File: src/rtl/object_pkg.sv
// Object identifiers shared by the frame decoder blocks.
package object_pkg;

  typedef enum logic [1:0] {
    OBJ_MAP  = 2'd0,
    OBJ_BAR  = 2'd1,
    OBJ_CAR1 = 2'd2,
    OBJ_CAR2 = 2'd3
  } object_id_e;

endpackage

File: src/rtl/sram_pkg.sv
// SRAM layout tables for the frame decoder objects and the lane side-channel record.
package sram_pkg;
  import object_pkg::*;

  localparam int N_OBJ  = 4;
  localparam int OBJ_W  = $bits(object_id_e);
  localparam int IDX_W  = 19;
  localparam int ADDR_W = 20;
  localparam int LANE_W = 2;
  localparam int RD_LAT = 2;

  // Indexed by object_id_e: MAP, BAR, CAR1, CAR2.
  localparam logic [ADDR_W-1:0] OBJ_BASE [N_OBJ] = '{20'h00000, 20'h12C00, 20'h14000, 20'h14400};
  localparam logic [IDX_W-1:0]  OBJ_SIZE [N_OBJ] = '{19'd307200, 19'd20480, 19'd1024, 19'd1024};
  localparam logic [LANE_W-1:0] OBJ_SHIFT[N_OBJ] = '{2'd2, 2'd2, 2'd0, 2'd0};

  typedef struct packed {
    logic [LANE_W-1:0] lane;
    logic [OBJ_W-1:0]  obj_id;
    logic              oob;
  } lane_info_t;

  // Low 'shift' bits set: selects the pixel lane inside a packed word.
  function automatic logic [LANE_W-1:0] lane_mask(input logic [LANE_W-1:0] shift);
    return ~({LANE_W{1'b1}} << shift);
  endfunction

endpackage

File: src/rtl/sram_lane_delay.sv
// Fixed-latency, never-stalling, valid-tagged shift register for lane info.
module sram_lane_delay
  import sram_pkg::*;
#(
  parameter int DEPTH = 2
) (
  input  logic       i_clk,
  input  logic       i_rst_n,
  input  logic       i_push_i,
  input  lane_info_t i_info_i,
  output logic       o_valid_o,
  output lane_info_t o_info_o
);

  logic [DEPTH-1:0] valid_q;
  lane_info_t       info_q [DEPTH];

  // Empty slots carry zero info so the outputs read 0 whenever valid is low.
  always_ff @(posedge i_clk or negedge i_rst_n) begin
    if (!i_rst_n) begin
      valid_q <= '0;
      for (int i = 0; i < DEPTH; i++) info_q[i] <= '0;
    end else begin
      valid_q[0] <= i_push_i;
      info_q[0]  <= i_push_i ? i_info_i : '0;
      for (int i = 1; i < DEPTH; i++) begin
        valid_q[i] <= valid_q[i-1];
        info_q[i]  <= info_q[i-1];
      end
    end
  end

  assign o_valid_o = valid_q[DEPTH-1];
  assign o_info_o  = info_q[DEPTH-1];

endmodule

File: src/rtl/sram_addr_gen.sv
// Maps (object id, pixel index) to an SRAM word address with backpressure,
// out-of-bounds flagging and a read-latency-aligned lane side channel.
module sram_addr_gen
  import sram_pkg::*;
#(
  parameter int RD_LAT = sram_pkg::RD_LAT
) (
  input  logic              i_clk,
  input  logic              i_rst_n,
  input  logic              i_req_valid,
  output logic              o_req_ready,
  input  logic [OBJ_W-1:0]  i_obj_id,
  input  logic [IDX_W-1:0]  i_pixel_index,
  output logic              o_sram_valid,
  input  logic              i_sram_ready,
  output logic [ADDR_W-1:0] o_sram_addr,
  output logic              o_sram_oob,
  output logic              o_lane_valid,
  output logic [LANE_W-1:0] o_lane,
  output logic [OBJ_W-1:0]  o_lane_obj_id,
  output logic              o_lane_oob,
  output logic [15:0]       o_oob_count
);

  // Handshakes: a transfer happens on a rising edge where valid and ready are
  // both high; valid never depends on ready, and an offered address holds
  // stable until it transfers.

  logic              id_valid;
  logic [LANE_W-1:0] shift;
  logic [ADDR_W-1:0] addr_d;
  logic [LANE_W-1:0] lane_d;
  logic              oob_d;

  always_comb begin
    id_valid = ({1'b0, i_obj_id} < (OBJ_W + 1)'(N_OBJ));
    shift    = '0;
    addr_d   = '0;
    lane_d   = '0;
    oob_d    = 1'b1;
    if (id_valid) begin
      shift  = OBJ_SHIFT[i_obj_id];
      oob_d  = (i_pixel_index >= OBJ_SIZE[i_obj_id]);
      addr_d = OBJ_BASE[i_obj_id];
      if (!oob_d) begin
        addr_d = OBJ_BASE[i_obj_id] + (ADDR_W'(i_pixel_index) >> shift);
        lane_d = i_pixel_index[LANE_W-1:0] & lane_mask(shift);
      end
    end
  end

  logic              sram_valid_q;
  logic [ADDR_W-1:0] sram_addr_q;
  lane_info_t        info_q;
  logic [15:0]       oob_cnt_q;
  logic              accept;
  logic              sram_hs;

  assign o_req_ready = !sram_valid_q | i_sram_ready;
  assign accept      = i_req_valid & o_req_ready;
  assign sram_hs     = sram_valid_q & i_sram_ready;

  always_ff @(posedge i_clk or negedge i_rst_n) begin
    if (!i_rst_n) begin
      sram_valid_q <= 1'b0;
      sram_addr_q  <= '0;
      info_q       <= '0;
    end else if (accept) begin
      sram_valid_q <= 1'b1;
      sram_addr_q  <= addr_d;
      info_q       <= '{lane: lane_d, obj_id: i_obj_id, oob: oob_d};
    end else if (i_sram_ready) begin
      sram_valid_q <= 1'b0;
    end
  end

  always_ff @(posedge i_clk or negedge i_rst_n) begin
    if (!i_rst_n) begin
      oob_cnt_q <= '0;
    end else if (sram_hs && info_q.oob && oob_cnt_q != 16'hFFFF) begin
      oob_cnt_q <= oob_cnt_q + 16'd1;
    end
  end

  lane_info_t lane_out;

  sram_lane_delay #(
    .DEPTH(RD_LAT)
  ) u_lane_delay (
    .i_clk    (i_clk),
    .i_rst_n  (i_rst_n),
    .i_push_i (sram_hs),
    .i_info_i (info_q),
    .o_valid_o(o_lane_valid),
    .o_info_o (lane_out)
  );

  assign o_sram_valid  = sram_valid_q;
  assign o_sram_addr   = sram_addr_q;
  assign o_sram_oob    = info_q.oob;
  assign o_lane        = lane_out.lane;
  assign o_lane_obj_id = lane_out.obj_id;
  assign o_lane_oob    = lane_out.oob;
  assign o_oob_count   = oob_cnt_q;

endmodule

File: config.mk
export PLATFORM = sky130hd
export DESIGN_NAME = sram_addr_gen
export DESIGN_NICKNAME = d
export VERILOG_FILES = /design/src/rtl/object_pkg.sv /design/src/rtl/sram_pkg.sv /design/src/rtl/sram_lane_delay.sv /design/src/rtl/sram_addr_gen.sv
export SDC_FILE = /design/constraint.sdc
export NUM_CORES = 1
export LEC_CHECK = 0
export BUFFER_PORTS_ARGS = -buffer_cell sky130_fd_sc_hd__clkbuf_2
export CELL_PAD_IN_SITES_DETAIL_PLACEMENT = 0
export CELL_PAD_IN_SITES_GLOBAL_PLACEMENT = 1
export CORE_MARGIN = 8
export CORE_UTILIZATION = 35
export DETAILED_ROUTE_END_ITERATION = 8
export GPL_TIMING_DRIVEN = 0
export PLACE_DENSITY_LB_ADDON = 0.15
export SYNTH_ARGS = -nofsm -noshare
export SYNTH_HDL_FRONTEND = slang
export SYNTH_SLANG_ARGS = --single-unit
File: constraint.sdc
create_clock -name i_clk -period 1.8 [get_ports i_clk]
set_input_delay 0.09 -clock i_clk [delete_from_list [all_inputs] [get_ports i_clk]]
set_output_delay 0.09 -clock i_clk [all_outputs]
set_load 0.05 [all_outputs]
==> reports/results.ini, run 1 <==
[cells_and_area]
final_common_cell=clkbuf_2
multiInputGateArea_um2=1620
fin_nets=410
n_antenna_cell=0
postLayoutCoreUtil_pct=46.9
filler_cell_count=818
regArea_um2=1360
drive_gt1_share_pct=39.3
area_growth_pct=31.1
final_cell_mix=clkbuf_2, dfrtp_1, nand2_1, o31ai_1, buf_4

[run]
maxCapViolCount=0

[worst_setup_path]
crit_required_ns=2.00
cpMaxStageDelayCell=fa_2
cp-start-kind=input pin
r2r_start=o_oob_count[4]$_DFFE_PN0P_
critPathArrivalTime_ns=1.98
path_delay_family=adder cells
reg2reg_slack_ns=0.10
cpPeakStageDelay_ns=0.39
critPathBufInv=3
cp_max_fo=7
critical_path_class=in2reg
end_kind=flip-flop
crit_chain=clkbuf_16 > buf_12 > buf_8 > mux2_4 > ha_4 > fa_2 > nand2_2 > a211oi_2 > nor2_1 > xnor2_1 > a211o_1
crit_start=i_obj_id[1]

[timing]
hold_viol_final=0
fmax_mhz=563
slew_violations=0
worstMarginPinSlew_ns=0.506
finalSetupTns_ns=0
rsz0062_at_grt=yes
fin_crit_sh_pct=98.7
period_needed_ns=1.78
fin_hold_ws_ns=0.0122
slew_headroom_pct=66.3
setup_violations=0
skew_ns=0.00783

[global_routing]
grt_pass1_vias=2416
antenna_found_initial=0
grt_pass1_wl_um=12300
grt-ovfl-total=0
grt_util_all_layers_pct=13.1
grt_max_degree=55

[detailed_routing]
drtIter0Drc=67
drcViolationCount=0
firstDrtPassIters=4
avgViaCountPerCell=4.97
vias=2383
post_drt_wl_per_cell_um=15.8
antenna_left=0
drt-total-wl_um=7580

[die]
die_x_um=107
core_um2=8180
dieArea_um2=11500
initial_core_util_pct=35.8
ioPinCount=70
fp.dieH_um=107
rows=33

[yosys]
syn_inst=284
synth_top_family_by_area=simple AND/OR/NAND/NOR gates
syn_area_um2=2920
synth_seq_cells=54
synth_warnings=0
syn_avg_cell_area_um2=10.3
synth_fp_nets=321
synth-compound-area-share_pct=13.4
synthMuxAreaShare_pct=6.16
synthFlopType=dfrtp_1
seq_area_frac_synth_pct=46.2
synthSimpleGateAreaFrac_pct=18.8
async_flop_share_pct=100
synthAdderAreaFrac_pct=5.39
synth_xor_area_share_pct=6.29
synth_edf_count=0
synth_cell_types=49

[clock_network]
clkSlewWorstSetupHoldPaths_ns=0.10
clock-root-buffer=clkbuf_8
cts_max_path_buffers=2
cts_sinks=54
cts_buffers=5
h-tree-depth=2
clk_latency_ns=0.30
cts_tree=done

[placement]
gp_congestion=0.820
port_buffers=69
dp_hpwl_um=5800

[power_and_ir_drop]
p_per_area_nw_per_um2=893
leakage_nw=1.83
ir_drop_mv=0.334

[min_path]
min_from=i_req_valid
min_path_type=in2reg

[outcome]
status=complete, no violations

layer usage:
metal,share of wire [%],routed length (um),global-route usage [%],vias to the layer above
met3,3.6,270,2.28,6
li1,-,-,-,1189
met4,1.3,96,4.16,0
met1,47,3550,17.3,1144
met2,48,3660,21.2,44
met5,0,0,0,-
cell type report:
| class | count | share of cell area [%] |
|---|---|---|
| well taps | 105 | 3.43 |
| multi-input cells | 208 | 42.3 |
| flip-flops and latches | 54 | 35.6 |
| plain buffers | 13 | 2.68 |
| clock buffers | 6 | 1.89 |
| repair buffers | 83 | 13.0 |
| inverters | 8 | 0.784 |
| clock inverters | 2 | 0.359 |
final timing paths:
kind | cells after the start | to
worst min register to register | 0 | u_lane_delay.o_info_o[2]$_DFF_PN0_
worst max-delay path | 11 | o_sram_addr[16]$_DFFE_PN0P_
min in group asynchronous | 2 | o_sram_addr[3]$_DFFE_PN0P_
worst max register to register | 5 | o_oob_count[1]$_DFFE_PN0P_
max in group asynchronous | 3 | o_oob_count[12]$_DFFE_PN0P_
worst min-delay path | 2 | o_sram_valid$_DFFE_PN0P_
power breakdown:
group | internal, mW | leakage [nW] | switching [mW]
clock | 0.276 | 0.0452 | 0.385
sequential | 1.36 | 0.692 | 0.122
combinational | 0.390 | 1.09 | 0.886
metrics by stage:
| step | instance area [um^2] | worst slack (ns) | cells | power, mW |
|---|---|---|---|---|
| 2_1_floorplan | 3010 | -0.164 | 284 | 2.36 |
| 3_3_place_gp | 3490 | -0.628 | 458 | 2.70 |
| 3_5_place_dp | 3490 | -0.619 | 458 | 2.72 |
| 4_1_cts | 3700 | -0.00420 | 473 | 3.44 |
| 5_1_grt | 3830 | -0.0262 | 479 | 3.62 |
| 6_report | 3830 | 0.0229 | 479 | 3.42 |
cells in the mapped netlist, types with 2 or more instances:
cell,instances,share of area (%)
dfrtp_1,54,46
mux2_2,5,1.9
ha_1,11,4.7
clkbuf_1,3,0.39
nand4_1,5,1.1
and2_1,5,1.1
o21ai_0,8,1.4
nand3_1,13,2.2
nand2b_1,3,0.64
xor2_1,7,2.1
nor3_1,4,0.68
inv_1,8,1.0
nand3b_1,2,0.51
nand2_1,38,4.9
buf_2,4,0.68
a21oi_1,10,1.7
and4_1,3,0.90
and3_1,8,1.7
a211o_1,2,0.60
a211oi_1,2,0.51
buf_4,4,1.0
nor2_1,14,1.8
or4_1,2,0.51
o31ai_1,17,4.4
buf_1,2,0.26
xnor2_1,14,4.2
mux2i_1,11,3.8
a31oi_1,4,0.86
state kept, by name (all words and copies together) (netlist names):
name and flops:
info_q 4, o_oob_count 16, o_sram_addr 20, o_sram_oob 1, o_sram_valid 1, u_lane_delay.info_q 5
u_lane_delay.o_info_o 5, u_lane_delay.valid_q 2
logic make-up (layout without fill, tap and decap cells):
kind of cell | after synthesis | after routing
buffers and inverters | 22 | 112
AND/OR/NAND/NOR | 105 | 105
flip-flops | 54 | 54
XOR/XNOR | 21 | 21
multiplexers | 17 | 17
adder cells (fa/ha/maj) | 12 | 12
AO/OA/AOI/OAI | 53 | 53
timing repair:
action / in CTS / in global routing
setup buffers: 8 / 4
pin swaps: 14 / 10
setup endpoints to repair: 23 / 22
hold endpoints to repair: 0 / 12
resized for setup: 14 / 13
gates cloned: 0 / 0
hold buffers: 0 / 1
Note: power is estimated with default switching activity, not from simulation.
==> inputs of run 2 (changes only) <==
Settings changed: SYNTH_HIERARCHICAL set to 1.
==> run 2 against run 1 <==
The flow now finishes with violations (setup timing). Die area shrank 3.4%. Fmax fell by 15%. Routed wire length shrank 3.8%. Critical path type unchanged. Final cell count decreased by 3.3%. Via count is 5.1% lower. Core utilization rose by 3.6 points.
==> reports/results.ini, run 2 <==
[yosys]
seq_area_frac_synth_pct=48.1
synth_fp_nets=300
synthFlopType=dfrtp_1
yosys-top-cells-area=dfrtp_1, mux2i_1, ha_1, nand2_1, xnor2_1
synth_warnings=6
post-synth-top-count-cell=dfrtp_1
syn_inst=263
synth_seq_cells=54
synth_top_area_cell=dfrtp_1
yosys.area.top_type_share_pct=48.1
yosys-top-cells-count=dfrtp_1, nand2_1, mux2i_1
synth_edf_count=0
async_flop_share_pct=100
syn_avg_cell_area_um2=10.7
synth_cell_types=47
syn_area_um2=2810

[cells_and_area]
final_common_cell=clkbuf_2
drive_gt1_share_pct=48.5
final_cell_mix=clkbuf_2, dfrtp_1, nand2_1, buf_4, mux2i_1
postLayoutCoreUtil_pct=50.4
regArea_um2=1360
largest_reg_flops=20
n_antenna_cell=0
area_growth_pct=39.5
filler_cell_count=760
multiInputGateArea_um2=1610
fin_nets=397

[min_path]
holdPathEnd=o_sram_valid$_DFFE_PN0P_
hold_depth=2
min_path_type=in2reg
min_from=i_req_valid

[worst_setup_path]
critPathArrivalTime_ns=2.28
critical_path_class=in2reg
cpPeakStageDelay_ns=0.39
worstReg2RegEnd=o_sram_addr[19]$_DFFE_PN0P_
end_kind=flip-flop
cpMaxStageDelayCell=fa_2
critPathBufInv=5
worstRegToRegCells=6
cp-start-kind=input pin
cp_max_fo=4
path_delay_family=buffers and inverters
crit_chain=buf_8 > buf_8 > buf_12 > mux2_4 > ha_4 > fa_2 > and2_4 > buf_4 > buf_4 > nand3_2 > a41oi_2 > xor2_1 > mux2i_1 > o21ai_1
crit_required_ns=1.98
r2r_start=o_sram_valid$_DFFE_PN0P_
reg2reg_slack_ns=0.07

[detailed_routing]
avgViaCountPerCell=4.89
drtIter0Drc=69
vias=2262
drcViolationCount=0
antenna_left=0
drt-total-wl_um=7300
post_drt_wl_per_cell_um=15.8
firstDrtPassIters=4

[power_and_ir_drop]
seqPwrFrac_pct=41.5
comb_power_share_pct=36.1
p_int_mw=2.22
p_sw_share_pct=38.6
power.net_switching_mw=1.40
ir_drop_mv=0.403
p_per_area_nw_per_um2=923
clkPwrFrac_pct=22.4
total_power_mw=3.61
leakage_nw=1.84

[outcome]
violations=setup timing
status=complete, but fails checks

[clock_network]
clock-root-buffer=clkbuf_8
clkSlewWorstSetupHoldPaths_ns=0.09
cts_tree=done
cts_buffers=5
cts_max_path_buffers=2
h-tree-depth=2
clk_latency_ns=0.30
cts_sinks=54

[global_routing]
grt_pass1_wl_um=12100
grt_pass1_vias=2377
grt_util_all_layers_pct=13.2
grt_max_degree=55
antenna_found_initial=0
grt-ovfl-total=0

[timing]
hold_viol_final=0
fin_hold_ws_ns=0.0203
slew_violations=0
worstMarginPinSlew_ns=0.684
fmax_mhz=476
slew_headroom_pct=54.4
fin_ws_ns=-0.299
period_needed_ns=2.10
setup_violations=23
fin_crit_sh_pct=117
finalSetupTns_ns=-3.56
skew_ns=0.00683
rsz0062_at_grt=yes

[die]
initial_core_util_pct=36.1
die_x_um=106
ioPinCount=70
fp.dieH_um=106
dieArea_um2=11100
rows=32
core_um2=7770

[placement]
gp_congestion=0.820
dp_hpwl_um=5420
port_buffers=68
dp_worst_setup_slack_ns=-0.844

[run]
maxCapViolCount=0

-- run 2: worst max-delay path by stage --
stage / startpoint / slack (ns) / end / depth (start not counted)
2_1_floorplan: i_obj_id[1] / -0.49 / o_sram_addr[18]$_DFFE_PN0P_ / 12
3_3_place_gp: i_obj_id[1] / -0.85 / o_sram_addr[18]$_DFFE_PN0P_ / 13
3_5_place_dp: i_obj_id[1] / -0.84 / o_sram_addr[18]$_DFFE_PN0P_ / 13
4_1_cts: i_obj_id[1] / -0.31 / o_sram_addr[18]$_DFFE_PN0P_ / 13
5_1_grt: i_obj_id[1] / -0.36 / o_sram_addr[18]$_DFFE_PN0P_ / 12
6_report: i_obj_id[1] / -0.30 / o_sram_addr[16]$_DFFE_PN0P_ / 14
-- run 2: power by group through the flow --
| stage | sequential (mW) | combinational (mW) | clock [mW] |
|---|---|---|---|
| floorplan | 1.93 | 0.419 | 0 |
| global placement | 1.51 | 1.16 | 0 |
| detailed placement | 1.52 | 1.17 | 0 |
| CTS | 1.49 | 1.28 | 0.833 |
| global route | 1.53 | 1.40 | 0.884 |
| finish | 1.50 | 1.31 | 0.809 |
-- run 2: layout make-up --
cell class              count  share of cell area, %
inverters                   2                  0.192
repair buffers             92                   14.7
clock buffers               6                   1.85
multi-input cells         190                   41.0
clock inverters             2                  0.958
flip-flops and latches     54                   34.8
plain buffers              15                   3.29
well taps                 102                   3.26
-- run 2: stage by stage --
stage	instances	area, um^2
final	463	3920
after global routing	463	3920
after CTS	460	3820
after detailed placement	433	3380
after global placement	433	3380
after floorplan	263	2920
-- run 2: timing repair --
action | CTS | global route
pin swaps | 26 | 24
endpoints found under the hold margin | 0 | 54
resized for setup | 40 | 22
setup buffers | 18 | 4
hold buffers | 0 | 1
setup endpoints to repair | 26 | 28
cloned | 1 | 0
-- run 2: cells by family after synthesis --
logic type      count (synthesis)  share of synthesized area, %
buf+inv                        19                          4.32
flops                          54                          48.1
xor+xnor                       20                          6.24
compound gates                 48                          11.6
mux                            22                          8.07
fa+ha+maj                      12                          5.61
simple gates                   88                          16.0
-- run 2: layer usage --
metal  vias up  GRT usage [%]  wire, um
li1       1116              -         -
met1      1101           16.4      3320
met2        41           22.5      3620
met3         4           3.23       287
met4         0           3.32        64
met5         -              0         0
==> inputs of run 3 (changes only) <==
Settings changed: CTS_BUF_LIST set to sky130_fd_sc_hd__clkbuf_16, GPL_TIMING_DRIVEN 0 to unset.
==> run 3 against run 2 <==
The run now ends clean. Final cell count fell by 0.43%. Sequential power barely moved. Sequential share of layout area rose by 1.4 points. Setup slack improved by 0.39 ns. Global-route usage fell by 0.45 points. Clock skew fell by 0.0018 ns. Fmax rose by 23%. Critical path type unchanged.
==> reports/results.ini, run 3 (synthesis results as in run 2) <==
[outcome]
status=complete, no violations

[clock_network]
clock-root-buffer=clkbuf_16
cts_max_path_buffers=2
cts_sinks=54
clk_latency_ns=0.29
cts_buffers=5
cts_tree=done
clkSlewWorstSetupHoldPaths_ns=0.07
h-tree-depth=2

[cells_and_area]
design_area_um2=3760
largest_reg_flops=20
final_common_cell=clkbuf_2
final_cell_mix=clkbuf_2, dfrtp_1, buf_4, nand2_1, mux2i_1
n_antenna_cell=0
fin_cells=461
fin_nets=395
drive_gt1_share_pct=42.6
area_growth_pct=34.0

[timing]
setup_violations=0
hold_viol_final=0
fmax_mhz=586
worstMarginPinSlew_ns=0.692
skew_ns=0.00503
slew_violations=0
slew_headroom_pct=53.9
period_needed_ns=1.71
fin_crit_sh_pct=94.9

[worst_setup_path]
crit_required_ns=1.97
crit_top_cell=buf_6
cpPeakStageDelay_ns=0.33
end_kind=flip-flop
cpMaxStageDelayCell=fa_2
crit_chain=buf_6 > mux2_4 > ha_4 > fa_2 > and2_4 > buf_6 > nand3_4 > a41oi_2 > xor2_1 > mux2i_1 > o21ai_1
cp_num_cells=11
critPathBufInv=2
path_delay_family=adder cells
critPathArrivalTime_ns=1.88
cp_max_fo=7
critical_path_class=in2reg
cp-start-kind=input pin
worstRegToRegCells=6

[global_routing]
antenna_found_initial=0
grt_util_all_layers_pct=12.8
grt_pass1_wl_um=11600
grt_pass1_vias=2331
grt_max_degree=55
grt-ovfl-total=0

[detailed_routing]
vias=2250
post_drt_wl_per_cell_um=15.0
drcViolationCount=0
antenna_left=0
drtIter0Drc=38
drt-total-wl_um=6920
avgViaCountPerCell=4.88
firstDrtPassIters=4

[power_and_ir_drop]
p_sw_share_pct=38.1
p_per_area_nw_per_um2=978
p_int_mw=2.28
ir_drop_mv=0.481
total_power_mw=3.68
clkPwrFrac_pct=26.7
comb_power_share_pct=32.8
seqPwrFrac_pct=40.5
power.net_switching_mw=1.40
leakage_nw=1.82

[die]
fp.dieH_um=106
dieArea_um2=11100
rows=32
die_x_um=106
initial_core_util_pct=36.1
ioPinCount=70
core_um2=7770

[placement]
port_buffers=69
dpl.cell_count=451
dpl_cell_area_um2=3520
dp_hpwl_um=5450
gp_congestion=0.847

[min_path]
hold_depth=2
min_path_type=in2reg

[run]
maxCapViolCount=0

## run 3: cell count changes in the layout (fill, tap and decap cells not counted), moves of 5 or more
cell       before  now
clkbuf_1        5    0
clkbuf_16       0    5
o21ai_0         3   10
clkbuf_8        5    0
buf_4          22   31
o21ai_2        12    1
buf_6          10    3
## run 3: layout make-up
type	instances	area, um^2
Multi-Input combinational cell	190	1460
Tap cell	102	128
Clock buffer	5	125
Clock inverter	3	25.0
Fill cell	762	4010
Inverter	2	7.51
Sequential cell	54	1360
Timing Repair Buffer	105	657
## run 3: per-stage QoR
stage	TNS (ns)	util, %	hold WS, ns	worst slack (ns)
detailed placement	-5.70	45.3	0.265	-0.362
CTS	-0.0340	47.6	0.0365	-0.0190
global placement	-5.79	45.3	0.263	-0.348
global route	-0.00368	48.4	0.0542	-0.00368
finish	0	48.4	0.0358	0.0921
floorplan	-3.19	-	-0.206	-0.487
## run 3: worst paths after layout
path	start	to	slack, ns
min in group asynchronous	i_rst_n	o_oob_count[9]$_DFFE_PN0P_	0.46
max in group asynchronous	i_rst_n	o_sram_valid$_DFFE_PN0P_	0.84
setup reg to reg	o_oob_count[0]$_DFFE_PN0P_	o_oob_count[15]$_DFFE_PN0P_	0.09
hold / removal	i_req_valid	o_sram_valid$_DFFE_PN0P_	0.04
hold reg to reg	u_lane_delay/valid_q[0]$_DFF_PN0_	u_lane_delay/valid_q[1]$_DFF_PN0_	0.35
setup / recovery	i_obj_id[1]	o_sram_addr[16]$_DFFE_PN0P_	0.09
## run 3: layer usage
layer / wire (um) / share of wire (%) / GRT usage (%)
met2: 3290 / 48 / 21.0
met1: 3260 / 47 / 16.4
met4: 87 / 1.3 / 3.92
met5: 0 / 0 / 0
met3: 276 / 4.0 / 2.86
## run 3: repair_timing
item	CTS	global route
endpoints found under the setup margin	6	14
pin swaps	1	7
resized for setup	3	15
setup buffers	0	1
hold buffers	1	0
endpoints found under the hold margin	54	0
## run 3: power by group through the flow
stage,Combinational (mW),Sequential (mW),Clock [mW]
2_1_floorplan,0.419,1.93,0
3_3_place_gp,1.19,1.51,0
3_5_place_dp,1.20,1.52,0
4_1_cts,1.21,1.49,1.00
5_1_grt,1.30,1.52,1.08
6_report,1.21,1.49,0.983
